<file path="config.mk">
export PLATFORM = sky130hd
export DESIGN_NAME = de1_sw_debounce
export DESIGN_NICKNAME = d
export VERILOG_FILES = /design/src/rtl/de1_sw_debounce_pkg.sv /design/src/rtl/de1_sw_debounce_chan.sv /design/src/rtl/de1_sw_debounce.sv
export SDC_FILE = /design/constraint.sdc
export NUM_CORES = 1
export LEC_CHECK = 0
export BUFFER_PORTS_ARGS = -buffer_cell sky130_fd_sc_hd__buf_2
export CORE_MARGIN = 8
export CORE_UTILIZATION = 52
export DETAILED_ROUTE_END_ITERATION = 7
export PLACE_DENSITY = 0.74
export SYNTH_ARGS = -nofsm -noshare
export SYNTH_HDL_FRONTEND = slang
export SYNTH_SLANG_ARGS = --single-unit
</file>
<file path="constraint.sdc">
create_clock -name CLOCK_50 -period 1.5 [get_ports CLOCK_50]
set_input_delay 0.075 -clock CLOCK_50 [delete_from_list [all_inputs] [get_ports CLOCK_50]]
set_output_delay 0.075 -clock CLOCK_50 [all_outputs]
set_load 0.02 [all_outputs]
</file>
<file path="src/rtl/de1_sw_debounce_pkg.sv">
// Shared board constants and helpers for the DE1 switch/key input path.
// CLK_HZ is the CLOCK_50 frequency; DEBOUNCE_MS is the tick period, and
// TICK_DIV_DEF is the resulting number of CLOCK_50 cycles per tick.
package de1_sw_debounce_pkg;

  localparam int CLK_HZ           = 50_000_000;
  localparam int DEBOUNCE_MS      = 1;
  localparam int TICK_DIV_DEF     = (CLK_HZ / 1000) * DEBOUNCE_MS;
  localparam int STABLE_TICKS_DEF = 10;

  // Counter width that can hold the values 0..n. It is at least 1 bit.
  function automatic int cnt_w(input int n);
    return (n < 1) ? 1 : $clog2(n + 1);
  endfunction

endpackage

</file>
<file path="src/rtl/de1_sw_debounce_chan.sv">
// One debounced input bit. It contains a 2-flop synchroniser, a tick
// counter that tracks how long the input has disagreed with the stable
// level, the stable level itself, and registered rise/fall pulses.
// Ports:
//   gclk, grst_n : clock and asynchronous active-low reset
//   tick         : shared debounce tick strobe from the prescaler
//   raw          : asynchronous input bit
//   stable       : debounced level
//   rise, fall   : one-cycle pulses that coincide with a change of stable
module de1_sw_debounce_chan
  import de1_sw_debounce_pkg::*;
#(
  parameter int   STABLE_TICKS = STABLE_TICKS_DEF,
  parameter logic RESET_BIT    = 1'b0
) (
  input  logic gclk,
  input  logic grst_n,
  input  logic tick,
  input  logic raw,
  output logic stable,
  output logic rise,
  output logic fall
);

  localparam int CW = cnt_w(STABLE_TICKS);

  logic          s1, s2;
  logic [CW-1:0] cnt;

  always_ff @(posedge gclk or negedge grst_n) begin
    if (!grst_n) begin
      s1     <= RESET_BIT;
      s2     <= RESET_BIT;
      stable <= RESET_BIT;
      cnt    <= '0;
      rise   <= 1'b0;
      fall   <= 1'b0;
    end else begin
      s1   <= raw;
      s2   <= s1;
      rise <= 1'b0;
      fall <= 1'b0;
      // The counter is cleared on any cycle where the input agrees with
      // the stable level, so a glitch back discards all progress at once.
      if (s2 == stable) begin
        cnt <= '0;
      end else if (tick) begin
        if (cnt == CW'(STABLE_TICKS - 1)) begin
          stable <= s2;
          cnt    <= '0;
          rise   <= s2;
          fall   <= ~s2;
        end else begin
          cnt <= cnt + CW'(1);
        end
      end
    end
  end

endmodule

</file>
<file path="src/rtl/de1_sw_debounce.sv">
// DE1 slide-switch / push-button input conditioner. Each raw input bit is
// synchronised into the CLOCK_50 domain and debounced. For each bit the
// block outputs a clean level plus rise and fall pulses.
// Ports:
//   CLOCK_50  : system clock
//   RST_N     : asynchronous active-low reset
//   SW_IN     : raw board inputs (active-low KEYs must be inverted outside this block)
//   SW_STABLE : debounced levels; held at RESET_VAL during reset
//   SW_RISE   : one-cycle pulse per bit on a 0->1 change of SW_STABLE
//   SW_FALL   : one-cycle pulse per bit on a 1->0 change of SW_STABLE
//   TICK      : one-cycle debounce tick strobe, once every TICK_DIV cycles
module de1_sw_debounce
  import de1_sw_debounce_pkg::*;
#(
  parameter int               WIDTH        = 10,
  parameter int               TICK_DIV     = TICK_DIV_DEF,
  parameter int               STABLE_TICKS = STABLE_TICKS_DEF,
  parameter logic [WIDTH-1:0] RESET_VAL    = '0
) (
  input  logic             CLOCK_50,
  input  logic             RST_N,
  input  logic [WIDTH-1:0] SW_IN,
  output logic [WIDTH-1:0] SW_STABLE,
  output logic [WIDTH-1:0] SW_RISE,
  output logic [WIDTH-1:0] SW_FALL,
  output logic             TICK
);

  localparam int PW = $clog2(TICK_DIV);

  logic [PW-1:0] pre;

  // TICK is registered one value early, so it is high during the cycle in
  // which pre holds TICK_DIV-1. The channels consume the tick on the edge
  // where pre wraps to 0.
  always_ff @(posedge CLOCK_50 or negedge RST_N) begin
    if (!RST_N) begin
      pre  <= '0;
      TICK <= 1'b0;
    end else begin
      pre  <= (pre == PW'(TICK_DIV - 1)) ? '0 : pre + PW'(1);
      TICK <= (pre == PW'(TICK_DIV - 2));
    end
  end

  for (genvar g = 0; g < WIDTH; g++) begin : g_chan
    de1_sw_debounce_chan #(
      .STABLE_TICKS (STABLE_TICKS),
      .RESET_BIT    (RESET_VAL[g])
    ) u_chan (
      .gclk   (CLOCK_50),
      .grst_n (RST_N),
      .tick   (TICK),
      .raw    (SW_IN[g]),
      .stable (SW_STABLE[g]),
      .rise   (SW_RISE[g]),
      .fall   (SW_FALL[g])
    );
  end

endmodule

</file>
==> run summary <==
Mapped Cells - 429
Global-route wire length before repair - 14000 um
Final min period - 1.55 ns
IO buf count - 42
DRC viols - 0
Max-Cap Viols - 0
Sequential area share after synthesis - 55.7%
TritonCTS Sinks - 107
Crit-path max cell delay - 0.57 ns
# H-tree levels - 3
Die height - 112 um
Slew Limit Fails - 0
Crit start category - flop
Status - complete, but fails checks
Pre-CTS WS - -0.0334 ns
Crit-path max FO - 8
Count of final setup violators - 8
Final Hold Vio Count - 0
Reg clk slew, reported paths - 0.10 ns
Post-synthesis cell area - 4810 um^2
ANT cells - 0
Slew margin rel. - 63.5%
Final worst setup slack - -0.0496 ns
Antenna Nets Post-Route - 0
Top Family by Delay on Critical Path - simple AND/OR/NAND/NOR gates
WP depth - 4
Die Area - 12600 um^2
Cell Chain, Critical Path - or4b_4, nor4_4, buf_6, nor2_1
Tot GR Track Use - 13.4%
Synth area leaders - dfrtp_1, ha_1, buf_4, nor3b_1, xor2_1
Vias per cell - 5.28
Detailed Route WL - 8360 um
Post-DP HPWL - 5530 um
Post-synthesis average cell area - 11.2 um^2
Grt total ovfl - 0
Global route hottest layer - met2
Worst-Margin Slew - 0.547 ns
CTS Buf Count - 9
Root Buffer - clkbuf_8
Total negative slack - -0.373 ns
Clock buffer depth - 2
Starting Density - 52.8%
Initial antenna violation count - 0
RSZ-0062 raised after global routing - true
Global Route met3 Usage - 2.84%
Number of global-route vias before repair - 3213
Slowest CP cell - or4b_4
CP endpoint kind - flop
Wire per inst - 13.7 um
Core Region - 9110 um^2
Gpl congestion - 0.803
Syn nets - 463
Initial DRC Count - 127
#FFs+latches synth - 107
CTS tree - yes
Clock latency at the later pin of the worst-skew pair - 0.36 ns
Max VDD drop - 0.577 mV
Share of the synthesized area in the top cell type - 55.7%
Core Rows - 35
Top Ports - 43
Synth cell types - 35
Util after Layout - 61.9%
R2R setup slack - -0.05 ns
Grt met1 use - 15.8%
Failing checks - negative setup slack
Pwr Density - 858 nW/um^2
Critical Path AT - 1.81 ns
Worst Hold Class - in2async
Crit path buf inv count - 1
Maximum number of pins on one net before global-route repair - 108
Yosys warns - 0
Share of layout cells above drive strength 1 - 26.9%
F_max - 645 MHz
Via count - 3229
WS Path Type - reg2reg
Worst EP required - 1.76 ns
Worst R2R Path Depth - 4
Clk_skew - 0.00706 ns
Fin crit share - 103%
# nets final - 530
Area Overhead vs Synth - 17.4%
Die Wd - 112 um
Post-synth top area cell - dfrtp_1
M2 GR Usage - 23.0%
DR pass1 iterations - 4
LEAKAGE - 2.71 nW
[power by group]
group	leakage (nW)	switching, W	total [W]	internal [W]
Combinational	1.18	0.0000835	0.000136	0.0000527
Clock	0.0958	0.000995	0.00178	0.000781
Sequential	1.43	0.0000199	0.00293	0.00291
Total	2.71	0.00110	0.00484	0.00374
[cells in the final DEF (no fill, tap or decap), types with 5 or more instances in the layout]
cell type / Yosys / layout
dfrtp_1: 107 / 104
ha_1: 22 / 18
buf_4: 30 / 35
nand2_1: 44 / 40
or3_1: 11 / 7
o211ai_1: 14 / 14
inv_1: 20 / 16
a21oi_1: 7 / 6
nor2_1: 16 / 16
clkbuf_8: 0 / 9
mux2_2: 10 / 10
a21o_1: 5 / 5
nand3_1: 15 / 15
and2_1: 9 / 9
dlygate4sd3_1: 0 / 11
nor3_1: 11 / 9
xnor2_1: 7 / 7
nor3b_1: 23 / 21
buf_2: 0 / 41
xor2_1: 19 / 17
o31ai_1: 5 / 5
o21ai_0: 26 / 26
[final timing paths]
path                                               startpoint                             to
max in group asynchronous                               RST_N                 TICK$_DFF_PN0_
min in group CLOCK_50                                SW_IN[8]  g_chan[8].u_chan.s1$_DFF_PN0_
worst max-delay path                         pre[5]$_DFF_PN0_               pre[6]$_DFF_PN0_
worst max register to register               pre[5]$_DFF_PN0_               pre[6]$_DFF_PN0_
worst min-delay path                                    RST_N  g_chan[8].u_chan.s1$_DFF_PN0_
worst min register to register  g_chan[4].u_chan.s1$_DFF_PN0_  g_chan[4].u_chan.s2$_DFF_PN0_
[registers in the layout (all words and copies together), names as in the netlist]
register	count
g_chan.u_chan.cnt	40
pre	16
g_chan.u_chan.fall	10
g_chan.u_chan.rise	10
g_chan.u_chan.s1	10
g_chan.u_chan.s2	10
g_chan.u_chan.stable	10
TICK	1
[stage by stage]
| stage | instance area, um^2 | hold slack [ns] | power [W] | std cells |
|---|---|---|---|---|
| global route | 5640 | 0.336 | 0.00500 | 612 |
| floorplan | 4810 | -0.221 | 0.00301 | 429 |
| finish | 5640 | 0.303 | 0.00484 | 612 |
| detailed placement | 5140 | 0.184 | 0.00310 | 574 |
| CTS | 5460 | 0.325 | 0.00490 | 602 |
| global placement | 5140 | 0.182 | 0.00310 | 574 |
[layer usage]
layer  wire [um]  vias to the layer above
li1            -                     1585
met3         315                       14
met2        3990                       50
met4         131                        0
met5           0                        -
met1        3920                     1580
[logic make-up after synthesis]
| group | count (synthesis) | synth area share, % |
|---|---|---|
| XOR/XNOR | 26 | 4.74 |
| multiplexers | 10 | 2.34 |
| AND/OR/NAND/NOR | 143 | 16.1 |
| buffers and inverters | 54 | 6.56 |
| AO/OA/AOI/OAI | 67 | 8.80 |
| adder cells (fa/ha/maj) | 22 | 5.73 |
| flip-flops | 107 | 55.7 |
[worst register-to-register path, cell delays in order (launching register included)]
cell and delay, ns:
dfrtp_1 0.39, or4b_4 0.57, nor4_4 0.28, buf_6 0.16
nor2_1 0.04
[synth_stat cells (all sizes together)]
cell type    n
dfrtp      107
nand2       44
buf         30
o21ai       26
nor3b       23
ha          22
inv         20
xor2        19
nor2        16
nand3       15
o211ai      14
nor3        11
or3         11
mux2        10
and2         9
a21oi        7
xnor2        7
a21o         5
o31ai        5
a211o        4
clkbuf       4
nand4        3
nor4         3
o22ai        3
nand2b       2
or4b         2
a211oi       1
a21boi       1
a31o         1
and3         1
and3b        1
and4         1
nand4b       1
[final cells by class]
| cell class | instances | area [um^2] |
|---|---|---|
| multi-input cells | 268 | 1920 |
| clock buffers | 9 | 124 |
| flip-flops and latches | 107 | 2680 |
| clock inverters | 7 | 76.3 |
| fillers | 724 | 3470 |
| inverters | 20 | 75.1 |
| well taps | 111 | 139 |
| repair buffers | 90 | 629 |
[repair_timing]
action / in CTS / in global routing
setup buffers: 1 / 10
endpoints found under the setup margin: 11 / 28
endpoints found under the hold margin: 117 / 0
resized for setup: 0 / 28
pin swaps: 4 / 14
hold buffers: 11 / 0
Note: power is estimated with default switching activity, not from simulation.
